`src/rtl/first8_cluster_collector.sv`:
```
// first8_cluster_collector: samples the eight mux addresses per finder half-cycle into frames buffered in a FWFT FIFO
module first8_cluster_collector #(
  parameter int SAMPLE_A    = 3,
  parameter int SAMPLE_B    = 7,
  parameter int FIFO_DEPTH  = 4,
  parameter int WRITE_EMPTY = 0
) (
  input  logic        clock4x,
  input  logic        global_reset,
  input  logic [10:0] adr0,
  input  logic [10:0] adr1,
  input  logic [10:0] adr2,
  input  logic [10:0] adr3,
  input  logic [10:0] adr4,
  input  logic [10:0] adr5,
  input  logic [10:0] adr6,
  input  logic [10:0] adr7,
  input  logic        clr_status,
  output logic        frame_valid,
  input  logic        frame_ready,
  output logic [3:0]  frame_count,
  output logic [7:0]  frame_seq,
  output logic        frame_half,
  output logic [87:0] frame_adr,
  output logic        overflow,
  output logic [7:0]  drop_cnt,
  output logic        order_err
);
  localparam int AW = $clog2(FIFO_DEPTH);
  localparam int FW = 101;
  logic [2:0] phase;
  logic [7:0] seq, s1_seq;
  logic [87:0] adr_bus, s1_adr, bld_adr;
  logic [7:0] in_vld, s1_vld;
  logic s1_v, s1_half, bld_err, cap, push, pop, full, empty, drop, wr_en;
  logic [3:0] bld_cnt;
  logic [AW:0] wr_ptr, rd_ptr;
  logic [FW-1:0] mem [FIFO_DEPTH];
  logic [FW-1:0] head;
  assign adr_bus = {adr7, adr6, adr5, adr4, adr3, adr2, adr1, adr0};
  assign cap = phase == 3'(SAMPLE_A) || phase == 3'(SAMPLE_B);
  always_comb begin
    in_vld = '0;
    bld_adr = '0;
    bld_err = 1'b0;
    for (int k = 0; k < 8; k++) begin
      in_vld[k] = adr_bus[11*k +: 11] < 11'd1536;
      bld_adr[11*k +: 11] = s1_vld[k] ? s1_adr[11*k +: 11] : 11'h7FF;
    end
    // valid slots must form an ascending prefix: no hit after a gap, no repeat or descent
    for (int k = 1; k < 8; k++)
      bld_err = bld_err | (s1_vld[k] & (!s1_vld[k-1] | (s1_adr[11*k +: 11] <= s1_adr[11*(k-1) +: 11])));
  end
  assign bld_cnt = 4'($countones(s1_vld));
  assign empty = wr_ptr == rd_ptr;
  assign full = wr_ptr == {~rd_ptr[AW], rd_ptr[AW-1:0]};
  assign frame_valid = !empty;
  assign pop = frame_valid & frame_ready;
  assign push = s1_v & ((bld_cnt != 4'd0) | (WRITE_EMPTY != 0));
  assign drop = push & full & !pop;
  assign wr_en = push & !drop;
  assign head = frame_valid ? mem[rd_ptr[AW-1:0]] : '0;
  assign {frame_half, frame_seq, frame_count, frame_adr} = head;
  always_ff @(posedge clock4x or posedge global_reset) begin
    if (global_reset) begin
      phase <= '0;
      seq <= '0;
      s1_v <= 1'b0;
      s1_half <= 1'b0;
      s1_seq <= '0;
      s1_adr <= '0;
      s1_vld <= '0;
      wr_ptr <= '0;
      rd_ptr <= '0;
      overflow <= 1'b0;
      drop_cnt <= '0;
      order_err <= 1'b0;
    end else begin
      phase <= phase + 3'd1;
      s1_v <= cap;
      if (cap) begin
        s1_adr <= adr_bus;
        s1_vld <= in_vld;
        s1_half <= phase != 3'(SAMPLE_A);
        s1_seq <= seq;
        seq <= seq + 8'd1;
      end
      if (wr_en) wr_ptr <= wr_ptr + (AW+1)'(1);
      if (pop) rd_ptr <= rd_ptr + (AW+1)'(1);
      overflow <= (overflow & !clr_status) | drop;
      drop_cnt <= drop ? (clr_status ? 8'd1 : (drop_cnt == 8'hFF ? drop_cnt : drop_cnt + 8'd1))
                       : (clr_status ? 8'd0 : drop_cnt);
      order_err <= (order_err & !clr_status) | (s1_v & bld_err);
    end
  end
  always_ff @(posedge clock4x)
    if (wr_en) mem[wr_ptr[AW-1:0]] <= {s1_half, s1_seq, bld_cnt, bld_adr};
endmodule

```
`config.mk`:
```
export PLATFORM = sky130hd
export DESIGN_NAME = first8_cluster_collector
export DESIGN_NICKNAME = d
export VERILOG_FILES = /design/src/rtl/first8_cluster_collector.sv
export SDC_FILE = /design/constraint.sdc
export NUM_CORES = 1
export LEC_CHECK = 0
export BUFFER_PORTS_ARGS = -buffer_cell sky130_fd_sc_hd__buf_2
export CAP_MARGIN = 40
export CELL_PAD_IN_SITES_DETAIL_PLACEMENT = 1
export CELL_PAD_IN_SITES_GLOBAL_PLACEMENT = 1
export CORE_AREA = 2 2 273 194
export DETAILED_ROUTE_END_ITERATION = 6
export DIE_AREA = 0 0 275 196
export PLACE_DENSITY = 0.86
export SETUP_SLACK_MARGIN = 0.3
export SLEW_MARGIN = 40
export SYNTH_ARGS = -nofsm -noshare
export SYNTH_HDL_FRONTEND = slang
export SYNTH_SLANG_ARGS = --single-unit
export TNS_END_PERCENT = 10
```
`constraint.sdc`:
```
create_clock -name clock4x -period 5.9 [get_ports clock4x]
set_input_delay 1.18 -clock clock4x [delete_from_list [all_inputs] [get_ports clock4x]]
set_output_delay 1.18 -clock clock4x [all_outputs]
set_load 0.01 [all_outputs]
```
# ---- Word level (Yosys, flattened, before mapping)
# Memory sizes are Yosys's and may differ from the RTL's.
# Index checks and enable logic that the tools add are counted.
dict set report totals {
  regBits 133
  mem_bits_rw 404
  out_inout_bits 112
  word_cells 108
  memories 1
}
dict set report classes {
  n_addsub 12
  magnitude_cmp 15
  eq_ne 7
  n_mux 15
  bitwise_logic 31
  n_reduce_logical 15
}
# memory words word_bits read_ports rd_ports_with_merged_regs write_ports line_no
set memory_table {}
lappend memory_table {mem 4 101 1 0 1 38} ;# logic [FW-1:0] mem [FIFO_DEPTH];
# operator count
set ops {}
lappend ops {{two-way mux 101 bit} 1}
lappend ops {{less-than comparator 11 bit, second input constant} 8}
lappend ops {{two-way mux 11 bit} 8}
lappend ops {{less-or-equal comparator 11 bit} 7}
lappend ops {{two-way mux 8 bit} 4}
lappend ops {{adder 8 x 1 -> 8 bit, second input constant} 2}
lappend ops {{AND 1 bit} 15}
lappend ops {{OR 1 bit} 15}
lappend ops {{zero test 1 bit} 11}
lappend ops {{adder 3 x 1 -> 3 bit, second input constant} 3}
lappend ops {{adder 1 x 1 -> 2 bit} 4}
lappend ops {{== test 8 bit, second input constant} 1}
lappend ops {{adder 2 x 2 -> 3 bit} 2}
lappend ops {{== test 3 bit} 2}
lappend ops {{adder 3 x 3 -> 4 bit} 1}
lappend ops {{nonzero test 4 bit} 1}
lappend ops {{== test 3 x 2 -> 1 bit, second input constant} 1}
lappend ops {{== test 3 bit, second input constant} 1}
lappend ops {{inequality test 3 x 2 -> 1 bit, second input constant} 1}
lappend ops {{two-way mux 1 bit} 2}
lappend ops {{inequality test 2 bit, second input constant} 1}
lappend ops {{AND reduction 2 bit} 1}
lappend ops {{nonzero test 2 bit} 1}
lappend ops {{logical OR 1 bit} 1}
lappend ops {{NOT 1 bit} 1}

# ---- Longest topological paths before layout
# Gate-level depths: netlist (run 1).
dict set report logic_depth {
  depth_word 11
  ltp_mapped 14
}

# ---- Worst setup path after synthesis (run 1)
# Ideal clock, no wire load.
dict set report synth_path {
  path_kind {flip-flop to flip-flop}
  start {register s1_vld[3]}
  end {memory mem[3][0] (enable)}
  setup_ns 0.473
  arrival_ns 5.711
  required_ns 5.427
  slack_ns -0.284
  stages_incl_launch_ff 14
  synth_period_minus_slack_ns 6.184
  cell_sequence {dfrtp_1 -> inv_1 -> fa_1 -> fa_1 -> fa_1 -> inv_1 -> ha_1 -> inv_1 -> fa_1 -> xnor2_1 -> or3_1 -> o21ai_0 -> nor2_1 -> and2_1}
}
dict set report synth_between {
  elab_chain_len 11
}
# element line_no
set synth_lines {}
lappend synth_lines {{start, declared} 34} ;# logic [7:0] in_vld, s1_vld;
lappend synth_lines {{start signal, assigned} 83} ;# s1_vld <= in_vld;
lappend synth_lines {{adder 1 x 1 -> 2 bit (implied by the code) *} 54} ;# assign bld_cnt = 4'($countones(s1_vld));
lappend synth_lines {{adder 2 x 2 -> 3 bit (implied by the code) *} 54}
lappend synth_lines {{adder 3 x 3 -> 4 bit (implied by the code) *} 54}
lappend synth_lines {{net bld_cnt[2]} 36} ;# logic [3:0] bld_cnt;
lappend synth_lines {{nonzero test 4 bit *} 59} ;# assign push = s1_v & ((bld_cnt != 4'd0) | (WRITE_EMPTY != 0));
lappend synth_lines {{AND 1 bit *} 59}
lappend synth_lines {{AND 1 bit (2 in series)} 60} ;# assign drop = push & full & !pop;
lappend synth_lines {{zero test 1 bit} 61} ;# assign wr_en = push & !drop;
lappend synth_lines {{AND 1 bit *} 61}
lappend synth_lines {{two-way mux 1 bit *} 97} ;# if (wr_en) mem[wr_ptr[AW-1:0]] <= {s1_half, s1_seq, bld_cnt, bld_adr};
lappend synth_lines {{two-way mux 1 bit (implied by the code) *} 97}
lappend synth_lines {{end, declared} 38}
# The timed path passes the listed nets; every way through them passes the cells marked *.

# ---- Worst setup path after layout (run 1)
dict set report layout_path {
  start {register s1_vld[0]}
  end {memory mem[1][43] (enable)}
}
# The elaborated chain is that of the path after synthesis.

==> results of run 1 <==
## per-layer routing
metal	vias to the layer above	track usage (%)	routed length, um
met2	491	36.12	29090
met3	109	4.798	4314
li1	5911	-	-
met5	-	0	0
met4	0	6.667	1747
met1	7192	32.22	26170
## cells in the final DEF (no fill, tap or decap), drive strengths merged, types with 3 or more instances in the layout
master	n
a21o	6
nand4	17
nand3	12
ha	89
inv	107
o211ai	3
fa	4
dfrtp	133
mux2	21
nand2b	12
xor2	6
edfxtp	404
clkbuf	70
nor2b	103
a31oi	9
clkinv	21
bufinv	4
nand3b	4
o21ai	96
nor2	28
xnor2	14
buf	227
a211oi	10
nor4	5
mux4	101
a21oi	21
and2	7
nand2	167
nor3	9
or3	3
## what timing repair did
item                                    in CTS  in global routing
hold buffers                                 0                  0
resized for setup                            0                  2
endpoints found under the setup margin       0                227
## layout make-up
type                            count  area [um^2]  share of cell area [%]
Tap cell                          684        855.8                   3.230
Inverter                          107        409.1                   1.544
Sequential cell                   537        15470                   58.38
Timing Repair Buffer              227         1334                   5.034
Multi-Input combinational cell    772         6738                   25.43
Clock buffer                       70         1463                   5.521
Clock inverter                     26        221.5                  0.8359
Antenna cell                        2        5.005                 0.01889
## worst max-delay path by stage
| stage | from | endpoint | slack (ns) | depth (start not counted) |
|---|---|---|---|---|
| after floorplan | s1_vld[3] | mem[1][0] | -0.25 | 13 |
| after global placement | s1_vld[0] | mem[1][34] | 0.73 | 14 |
| after detailed placement | s1_vld[0] | mem[1][38] | 0.42 | 14 |
| after CTS | s1_vld[0] | mem[1][38] | 0.38 | 14 |
| after global routing | s1_vld[0] | mem[1][43] | 0.36 | 14 |
| final | s1_vld[0] | mem[1][43] | 0.58 | 14 |
## cell families after synthesis
family          Yosys count  share of synthesized area, %
buf+inv                 171                         2.881
mux                     124                         11.10
flops                   537                         67.82
compound gates          162                         4.149
fa+ha+maj                93                         5.236
simple gates            370                         8.046
xor+xnor                 20                        0.7684
## cell usage after synthesis (10+ instances only)
cell type	number	share of area, %
sky130_fd_sc_hd__xnor2_1	14	0.54
sky130_fd_sc_hd__ha_1	89	4.9
sky130_fd_sc_hd__nand3_1	12	0.26
sky130_fd_sc_hd__nand2_1	167	2.7
sky130_fd_sc_hd__nor2b_1	103	2.8
sky130_fd_sc_hd__clkbuf_1	51	0.84
sky130_fd_sc_hd__o21ai_0	96	2.1
sky130_fd_sc_hd__a211oi_1	10	0.33
sky130_fd_sc_hd__mux4_2	101	10
sky130_fd_sc_hd__edfxtp_1	404	53
sky130_fd_sc_hd__inv_1	107	1.8
sky130_fd_sc_hd__nor2_1	28	0.46
sky130_fd_sc_hd__nand4_1	17	0.47
sky130_fd_sc_hd__a21oi_1	21	0.46
sky130_fd_sc_hd__nand2b_1	12	0.33
sky130_fd_sc_hd__buf_2	12	0.26
sky130_fd_sc_hd__mux2_2	21	1.0
sky130_fd_sc_hd__dfrtp_1	133	15
## flip-flops by register name, indices dropped and copies added (netlist names)
name,count
s1_vld,8
drop_cnt,8
order_err,1
s1_adr,88
rd_ptr,3
s1_seq,8
seq,8
s1_half,1
phase,3
wr_ptr,3
s1_v,1
mem,404
overflow,1
## worst max-delay path, cell delays in order, from the launching register on
cell,delay (ns)
sky130_fd_sc_hd__dfrtp_1,0.64
sky130_fd_sc_hd__inv_1,0.18
sky130_fd_sc_hd__fa_1,0.59
sky130_fd_sc_hd__fa_1,0.45
sky130_fd_sc_hd__fa_1,0.45
sky130_fd_sc_hd__inv_1,0.07
sky130_fd_sc_hd__ha_1,0.17
sky130_fd_sc_hd__inv_1,0.08
sky130_fd_sc_hd__fa_1,0.39
sky130_fd_sc_hd__xnor2_1,0.38
sky130_fd_sc_hd__or3_1,0.25
sky130_fd_sc_hd__o21ai_0,0.20
sky130_fd_sc_hd__nor2_4,0.33
sky130_fd_sc_hd__and2_4,0.46
sky130_fd_sc_hd__buf_4,0.33
## where the power goes
| group | total [uW] | switching [uW] | internal [uW] |
|---|---|---|---|
| clock | 3320 | 1410 | 1910 |
| combinational | 3910 | 2040 | 1870 |
| sequential | 5370 | 398 | 4970 |
## metrics by stage
step / instance area, um^2 / utilization (%) / power (uW) / hold WS, ns
after floorplan: 22800 / - / 7693 / 0.4006
after global placement: 24730 / 48.02 / 9158 / 0.4611
after detailed placement: 24750 / 48.07 / 9357 / 0.4606
after CTS: 26440 / 51.34 / 12680 / 0.4877
after global routing: 26490 / 51.43 / 13190 / 0.5153
final: 26490 / 51.44 / 12600 / 0.4884
==> metrics.yaml, run 1 <==
outcome: "finished clean"
number_of_synthesized_register_bits: 537
reg2reg_to: "mem[1][43]"
grt_setup_unrepaired: "false"
largest_net_degree_at_the_start_of_global_routing: 91
netlist_cell_types: 47
synthFlopType: "sky130_fd_sc_hd__edfxtp_1"
worst-slew-pin-transition_ns: 0.8127
critPathRequiredTime_ns: 6.16
worst_r2r_start: "s1_vld[0]"
finalHoldViolCount: 0
gp_routability_congestion: 0.8417
drv_cap: 0
fill_cells: 5024
pwr_density_cell_nw_per_um2: 475.5
totalWireLength_um: 61320
power.ir.vdd_worst_v: 0.0002485
achievable-frequency_mhz: 187.9
ratio_of_cells_with_drive_above_1_in_the_final_layout_pct: 25.30
critical_path_class: "register to register"
hold_class: "register to register"
timing.reg2reg.setup_slack_ns: 0.58
post_cts_buffers: 0
die_h_um: 196
hold-path-endpoint: "seq[7]"
critPathArrivalTime_ns: 5.59
clock_insertion_delay_at_the_later_pin_of_the_skew_report_ns: 0.59
grt_first_pass_wirelength_um: 91970
clock_tree_from_tritoncts: "yes"
initialDrtViolationCount: 1151
post_layout_nonfiller_instances: 2425
finish.net_count: 1882
cts.reportedPaths.clkPinSlew_ns: 0.06
slew_headroom_pct: 45.82
layout_setup_ws_ns: 0.5790
timing.reg2reg.worst_path_depth: 14
critPathCaptureType: "register"
leakagePower_uw: 0.01002
sum_of_overflow_across_all_layers_after_global_routing: 0
post-place-ws_ns: 0.4230
ioPinCount: 204
grt_antenna_before_repair: 3
remaining_drc_errors: 0
first_global_vias: 14760
dp_hpwl_um: 41030
antenna_violating_nets_post_route: 0
startpoint_type: "register"
detail_route.vias_per_cell: 5.651
share_of_the_yosys_chip_area_belonging_to_registers_pct: 67.82
floorplan.initialDensity_pct: 44.27
placed_cells_incl_taps: 2323
cts_num_sinks: 537
synth_area_um2: 22800
net_count_after_synthesis: 1662
drtPass1Iterations: 5
avgSynthCellArea_um2: 15.43
totalNegativeSetupSlack_ns: 0
syn_inst: 1477
wire_per_inst_um: 25.29
rows: 70
synth-edff-count: 404
floorplan.die_area_um2: 53900
coreArea_um2: 51500
floorplan.die.width_um: 275
yosysWarnings: 0
numCtsBuffers: 52
path_max_fanout: 15
cts_root_cell: "sky130_fd_sc_hd__clkbuf_16"
timing_max_transition_violations_final: 0
min_delay_path_depth: 1
numPortBuffers: 203
vias: 13700
syn2layout_area_growth_pct: 16.21
async_reset_ff_share_pct: 24.77
final_min_period_over_clock_period_pct: 90.19
layout_min_cycle_time_ns: 5.321
report.final.setup_viol: 0
finClkSkew_ns: 0.01545
holdCritStartpoint: "seq[7]"
clock_tree.htree_level_count: 2
globalRouteTotalUtil_pct: 22.88
clk_path_buf_depth: 3
Note: power is estimated with default switching activity, not from simulation.
==> run 2, diff against run 1 <==
CORE_AREA = 8 8 279 200   (was 2 2 273 194)
DIE_AREA = 0 0 287 208   (was 0 0 275 196)
==> metrics.yaml, run 2 (synthesis results as in run 1) <==
outcome: "finished clean"
syn2layout_area_growth_pct: 16.12  # about the same
finish.net_count: 1878  # -0.21%
critPathCaptureType: "register"
reg2reg_to: "mem[1][26]"
post_layout_nonfiller_instances: 2420  # -0.21%
ioPinCount: 204  # unchanged
holdCritStartpoint: "seq[7]"
vias: 13460  # -1.8%
hold-path-endpoint: "seq[7]"
coreArea_um2: 51500  # unchanged
power.ir.vdd_worst_v: 0.0003696  # +49%
finClkSkew_ns: 0.01790  # +0.002450 ns
totalWireLength_um: 61460  # +0.22%
layout_cell_area_excl_fill_um2: 26470  # about the same
layout_min_cycle_time_ns: 5.259  # -0.06227 ns
met3_length_um: 4079  # -5.4%
slew_headroom_pct: 44.91  # -0.91 points
floorplan.initialDensity_pct: 44.27  # unchanged
finalHoldViolCount: 0  # unchanged
sum_of_overflow_across_all_layers_after_global_routing: 0  # unchanged
numCtsBuffers: 52  # unchanged
largest_reg_flops: 404  # unchanged
placed_cells_incl_taps: 2320  # -0.13%
ratio_of_cells_with_drive_above_1_in_the_final_layout_pct: 25.24  # -0.057 points
critPathArrivalTime_ns: 5.51  # -0.08 ns
cts_num_sinks: 537  # unchanged
detail_route.vias_per_cell: 5.561  # -1.6%
fin_total_pwr_uw: 12540  # -0.46%
numPortBuffers: 203  # unchanged
min_delay_path_depth: 1  # unchanged
drtPass1Iterations: 4  # -1
grt_first_pass_wirelength_um: 92000  # about the same
clock_insertion_delay_at_the_later_pin_of_the_skew_report_ns: 0.59  # about the same
pwr_density_cell_nw_per_um2: 473.7  # -0.38%
wire_per_inst_um: 25.39  # +0.43%
critical_path_class: "register to register"
drv_cap: 0  # unchanged
final_min_period_over_clock_period_pct: 89.13  # -1.1 points
report.final.setup_viol: 0  # unchanged
met2RoutedLength_um: 30000  # +3.1%
cts.reportedPaths.clkPinSlew_ns: 0.06  # about the same
gp_routability_congestion: 0.8367  # -0.59%
worst_r2r_start: "s1_vld[3]"
floorplan.die_area_um2: 59700  # +11%
ctsHoldBuffers: 0  # unchanged
worstPathBufferInverterCount: 4  # unchanged
timing.critical_path.max_delay_family: "adder cells"
antenna_violating_nets_post_route: 0  # unchanged
globalRouteTotalUtil_pct: 20.04  # -2.8 points
grt_antenna_before_repair: 5  # +2
rows: 70  # unchanged
post_cts_buffers: 0  # unchanged
dr.max_layer_used: "met5"
startpoint_type: "register"
grt_setup_unrepaired: "false"
post-place-ws_ns: 0.4056  # -0.01737 ns
floorplan.die.width_um: 287  # +4.4%
leakagePower_uw: 0.009996  # -0.20%
layout_commonest_cell: "sky130_fd_sc_hd__edfxtp_1"
postPlaceCellArea_um2: 24730  # -0.11%
route.layer.met1.wl_um: 25830  # -1.3%
critPathRequiredTime_ns: 6.15  # about the same
die_h_um: 208  # +6.1%
cp_common_cell: "sky130_fd_sc_hd__fa_1"
timing.reg2reg.setup_slack_ns: 0.64  # +0.06 ns
dp_hpwl_um: 41870  # +2.0%
layout_setup_ws_ns: 0.6413  # +0.06227 ns
hold_class: "register to register"
clk_path_buf_depth: 3  # unchanged
cts_root_cell: "sky130_fd_sc_hd__clkbuf_16"
layout_common_cells: "sky130_fd_sc_hd__edfxtp_1 (404), sky130_fd_sc_hd__buf_2 (203), sky130_fd_sc_hd__nand2_1 (167)"
path_max_fanout: 50  # +35
clock_tree_from_tritoncts: "yes"
timing.reg2reg.worst_path_depth: 14  # unchanged
first_global_vias: 14890  # +0.89%
remaining_drc_errors: 0  # unchanged
clock_tree.htree_level_count: 2  # unchanged
cp_max_delay_cell: "sky130_fd_sc_hd__dfrtp_1"
timing_max_transition_violations_final: 0  # unchanged
achievable-frequency_mhz: 190.2  # +1.2%
crit_chain: "inv_1, fa_1, fa_1, fa_1, inv_1, ha_1, inv_1, fa_1, xnor2_1, or3_1, o21ai_0, nor2_4, and2_4, buf_12"
largest_net_degree_at_the_start_of_global_routing: 102  # +12%
slowest_stage_delay_on_critical_path_ns: 0.58  # -0.06 ns
worst-slew-pin-transition_ns: 0.8264  # +0.01366 ns
initialDrtViolationCount: 1076  # -6.5%
## run 2: worst max path at each step
stage	startpoint	endpoint	cells after the start
after floorplan	s1_vld[3]	mem[1][0]	13
after global placement	s1_vld[0]	mem[1][49]	14
after detailed placement	s1_vld[0]	mem[1][44]	14
after CTS	s1_vld[0]	mem[3][27]	14
after global routing	s1_vld[3]	mem[1][44]	14
final	s1_vld[3]	mem[1][26]	14
## run 2: worst register-to-register path, stage by stage (launching register included)
cell	delay, ns
sky130_fd_sc_hd__dfrtp_1	0.58
sky130_fd_sc_hd__inv_1	0.22
sky130_fd_sc_hd__fa_1	0.49
sky130_fd_sc_hd__fa_1	0.52
sky130_fd_sc_hd__fa_1	0.42
sky130_fd_sc_hd__inv_1	0.08
sky130_fd_sc_hd__ha_1	0.17
sky130_fd_sc_hd__inv_1	0.06
sky130_fd_sc_hd__fa_1	0.38
sky130_fd_sc_hd__xnor2_1	0.39
sky130_fd_sc_hd__or3_1	0.26
sky130_fd_sc_hd__o21ai_0	0.18
sky130_fd_sc_hd__nor2_4	0.34
sky130_fd_sc_hd__and2_4	0.41
sky130_fd_sc_hd__buf_12	0.34
## run 2: final cells by class
cell class                      count  area, um^2
Multi-Input combinational cell    771        6730
Clock buffer                       73        1461
Clock inverter                     23       217.7
Sequential cell                   537       15470
Tap cell                          684       855.8
Timing Repair Buffer              224        1326
Antenna cell                        1       2.502
Inverter                          107       409.1
Fill cell                        5002       25030
## run 2: repair_timing
action | CTS | global route
setup endpoints to repair | 0 | 296
endpoints found under the hold margin | 0 | 0
resized for setup | 0 | 4
## run 2: power breakdown
part           switching (uW)  internal (uW)  leakage, uW
clock network            1400           1900     0.000826
registers                 392           4970      0.00512
logic                    2030           1850      0.00405
total                    3820           8720       0.0100
## run 2: metal layers
metal  up-vias  track usage [%]
li1       5910                -
met1      6992            26.94
met2       453            32.82
met3       101            3.985
met4         2            6.063
met5         -                0
## run 2: per-stage QoR
stage / utilization (%) / hold WS (ns) / setup TNS, ns
6_report: 51.40 / 0.4887 / 0
5_1_grt: 51.40 / 0.5109 / 0
4_1_cts: 51.28 / 0.4954 / 0
3_5_place_dp: 48.02 / 0.4775 / 0
3_3_place_gp: 47.92 / 0.4586 / 0
2_1_floorplan: - / 0.4006 / -76.55
==> run 3, diff against run 2 <==
ABC_AREA = 1   (was not set)
CORE_AREA = 8 8 289 207   (was 8 8 279 200)
DIE_AREA = 0 0 297 215   (was 0 0 287 208)
PLACE_DENSITY = not set   (was 0.86)
PLACE_DENSITY_LB_ADDON = 0.1   (was not set)
==> metrics.yaml, run 3 <==
outcome: "finished clean"
power.ir.vdd_worst_v: 0.0004008  # +8.5%
finalHoldWorstSlack_ns: 0.4758  # -0.01288 ns
die_h_um: 215  # +3.4%
timing_max_transition_violations_final: 0  # unchanged
final_min_period_over_clock_period_pct: 83.17  # -6.0 points
layout_common_cells: "sky130_fd_sc_hd__nand2_1 (420), sky130_fd_sc_hd__edfxtp_1 (404), sky130_fd_sc_hd__o21ai_0 (310)"
switching_component_of_the_power_uw: 4724  # +24%
numCtsBuffers: 55  # +5.8%
path_max_fanout: 47  # -6.0%
synth_most_common_cell: "sky130_fd_sc_hd__nand2_1"
postPlaceCellArea_um2: 25310  # +2.3%
synthDominantCellAreaShare_pct: 51.66  # -1.6 points
coreArea_um2: 55720  # +8.2%
number_of_synthesized_register_bits: 537  # unchanged
n_antenna_cell: 0  # -1
grt_setup_unrepaired: "false"
worst_r2r_start: "s1_vld[0]"
floorplan.die.width_um: 297  # +3.5%
sum_of_overflow_across_all_layers_after_global_routing: 0  # unchanged
remaining_drc_errors: 0  # unchanged
syn2layout_area_growth_pct: 15.20
largest_net_degree_at_the_start_of_global_routing: 124  # +22%
cts_num_sinks: 537  # unchanged
ratio_of_cells_with_drive_above_1_in_the_final_layout_pct: 13.13  # -12 points
share_of_the_yosys_chip_area_belonging_to_registers_pct: 65.83  # -2.0 points
report.final.setup_viol: 0  # unchanged
numPortBuffers: 203  # unchanged
synth_area_um2: 23480  # +3.0%
hold-path-endpoint: "seq[7]"
placed_cells_incl_taps: 3061  # +32%
timing.reg2reg.worst_path_depth: 14  # unchanged
layout_cell_area_excl_fill_um2: 27050  # +2.2%
post_cts_buffers: 0  # unchanged
fill_cells: 6090  # +22%
drv_cap: 0  # unchanged
async_reset_ff_share_pct: 24.77  # unchanged
internal_power_consumption_uw: 8298  # -4.9%
totalWireLength_um: 66440  # +8.1%
net_count_after_synthesis: 2379  # +43%
slew_headroom_pct: 44.41  # -0.50 points
pwr_density_cell_nw_per_um2: 481.4  # +1.6%
leakagePower_uw: 0.01133  # +13%
floorplan.die_area_um2: 63860  # +7.0%
ctsHoldBuffers: 0  # unchanged
grt_first_pass_wirelength_um: 104500  # +14%
timing.reg2reg.setup_slack_ns: 0.99  # +0.35 ns
startpoint_type: "register"
finish.net_count: 2554  # +36%
clock_tree.htree_level_count: 2  # unchanged
wire_per_inst_um: 20.99  # -17%
drtPass1Iterations: 5  # +1
yosysWarnings: 0  # unchanged
finalHoldViolCount: 0  # unchanged
post_layout_nonfiller_instances: 3165  # +31%
holdCritStartpoint: "seq[7]"
synthFlopType: "sky130_fd_sc_hd__edfxtp_1"
rows: 73  # +4.3%
globalRouteTotalUtil_pct: 20.59  # +0.55 points
cts_root_cell: "sky130_fd_sc_hd__clkbuf_16"
reg2reg_to: "mem[0][4]"
floorplan.initialDensity_pct: 42.15  # -2.1 points
vias: 16440  # +22%
critPathCaptureType: "register"
synthTopCellsByArea: "sky130_fd_sc_hd__edfxtp_1 (52%), sky130_fd_sc_hd__dfrtp_1 (14%), sky130_fd_sc_hd__nand2_1 (6.7%), sky130_fd_sc_hd__o21ai_0 (6.6%), sky130_fd_sc_hd__ha_1 (4.7%)"
largest_reg_flops: 404  # unchanged
synth-edff-count: 404  # unchanged
netlist_top_cells_count: "sky130_fd_sc_hd__nand2_1 (421), sky130_fd_sc_hd__edfxtp_1 (404), sky130_fd_sc_hd__o21ai_0 (310)"
ioPinCount: 204  # unchanged
critical_path_class: "register to register"
worst-slew-pin-transition_ns: 0.8338  # +0.007461 ns
yosys.area.top_type: "sky130_fd_sc_hd__edfxtp_1"
netlist_cell_types: 36  # -23%
critPathRequiredTime_ns: 6.12  # -0.03 ns
clock_insertion_delay_at_the_later_pin_of_the_skew_report_ns: 0.61  # +0.02 ns
cts.repair.resized: 0  # unchanged
hold_class: "register to register"
clk_path_buf_depth: 3  # unchanged
clkPwrFrac_pct: 25.9  # -0.4 points
first_global_vias: 17570  # +18%
initialDrtViolationCount: 943  # -12%
detail_route.vias_per_cell: 5.196  # -6.6%
antenna_violating_nets_post_route: 0  # unchanged
achievable-frequency_mhz: 203.8  # +7.2%
power_frac_seq_pct: 40.9  # -1.9 points
clock_tree_from_tritoncts: "yes"
power.combinational.fraction_pct: 33.2  # +2.3 points
dp_hpwl_um: 43610  # +4.2%
layout_commonest_cell: "sky130_fd_sc_hd__nand2_1"
min_delay_path_depth: 1  # unchanged
grt_antenna_before_repair: 0  # -5
netSwitchingFraction_pct: 36.28  # +5.9 points
cts.reportedPaths.clkPinSlew_ns: 0.06  # about the same
critPathArrivalTime_ns: 5.13  # -0.38 ns
finClkSkew_ns: 0.02092  # +0.003017 ns
gp_routability_congestion: 0.7791  # -6.9%
avgSynthCellArea_um2: 10.70  # -31%
syn_inst: 2194  # +49%
layout_min_cycle_time_ns: 4.907  # -0.3520 ns
## run 3: cell types whose count changed after synthesis, moves of 12 or more
cell / previous run / this run
sky130_fd_sc_hd__nand2_1: 167 / 421
sky130_fd_sc_hd__nor2_1: 28 / 245
sky130_fd_sc_hd__o21ai_0: 96 / 310
sky130_fd_sc_hd__inv_1: 107 / 272
sky130_fd_sc_hd__nor2b_1: 103 / 0
sky130_fd_sc_hd__mux4_2: 101 / 0
sky130_fd_sc_hd__o22ai_1: 1 / 101
sky130_fd_sc_hd__buf_2: 12 / 37
sky130_fd_sc_hd__mux2_2: 21 / 0
sky130_fd_sc_hd__clkbuf_1: 51 / 69
sky130_fd_sc_hd__nand2b_1: 12 / 0
## run 3: layer usage
layer	routed length, um	global-route usage [%]	share of wire (%)
met5	0	0	0
met4	1136	4.432	1.7
met3	2299	3.073	3.5
met2	31290	33.66	47
met1	31720	29.09	48
## run 3: final cells by class
cell class / instances / area (um^2) / area share, %
inverter: 273 / 1035 / 3.825
sequential: 537 / 15470 / 57.17
multi-input combinational: 1274 / 6584 / 24.34
clock buffer: 79 / 1559 / 5.763
tap: 750 / 938.4 / 3.469
clock inverter: 24 / 158.9 / 0.5874
timing repair buffer: 228 / 1311 / 4.847
## run 3: stage by stage
| stage | setup slack, ns | util [%] | total power [uW] | setup TNS (ns) |
|---|---|---|---|---|
| 6_report | 0.9932 | 48.56 | 13020 | 0 |
| 5_1_grt | 0.6458 | 48.56 | 13860 | 0 |
| 4_1_cts | 0.8877 | 48.50 | 13230 | 0 |
| 3_5_place_dp | 0.9086 | 45.42 | 9828 | 0 |
| 3_3_place_gp | 0.9289 | 45.33 | 9680 | 0 |
| 2_1_floorplan | -0.5016 | - | 7890 | -151.99 |
## run 3: power by group through the flow
stage                     Sequential [uW]  Clock (uW)  Combinational [uW]
final                                5330        3370                4320
after floorplan                      5190           0                2700
after CTS                            5340        3440                4450
after global placement               5370           0                4310
after global routing                 5430        3580                4850
after detailed placement             5400           0                4420
## run 3: critical path, cell delays in order (launching register included)
cell and delay, ns:
sky130_fd_sc_hd__dfrtp_1 0.67, sky130_fd_sc_hd__inv_1 0.13, sky130_fd_sc_hd__fa_1 0.64, sky130_fd_sc_hd__fa_1 0.45, sky130_fd_sc_hd__fa_1 0.49, sky130_fd_sc_hd__inv_1 0.05, sky130_fd_sc_hd__ha_1 0.19, sky130_fd_sc_hd__inv_1 0.07
sky130_fd_sc_hd__fa_1 0.40, sky130_fd_sc_hd__inv_1 0.13, sky130_fd_sc_hd__nor2_1 0.06, sky130_fd_sc_hd__nand3_1 0.12, sky130_fd_sc_hd__nand3_2 0.27, sky130_fd_sc_hd__nor2_4 0.21, sky130_fd_sc_hd__buf_4 0.64
## run 3: kinds of logic (layout without fill, tap and decap cells)
kind of cell	count (synthesis)	count (layout)	share of synthesized area (%)
xor+xnor	14	14	0.5221
simple gates	706	706	11.65
fa+ha+maj	93	93	5.083
buf+inv	383	604	6.383
flops	537	537	65.83
compound gates	461	461	10.53
## run 3: worst max path at each step
| stage | slack, ns | end | cells past startpoint | from |
|---|---|---|---|---|
| finish | 0.99 | mem[0][4] | 14 | s1_vld[0] |
| detailed placement | 0.91 | mem[2][58] | 14 | s1_vld[0] |
| CTS | 0.89 | mem[0][23] | 14 | s1_vld[0] |
| global placement | 0.93 | mem[0][23] | 14 | s1_vld[0] |
| floorplan | -0.50 | mem[0][0] | 14 | s1_vld[0] |
| global route | 0.65 | mem[2][36] | 14 | s1_vld[0] |
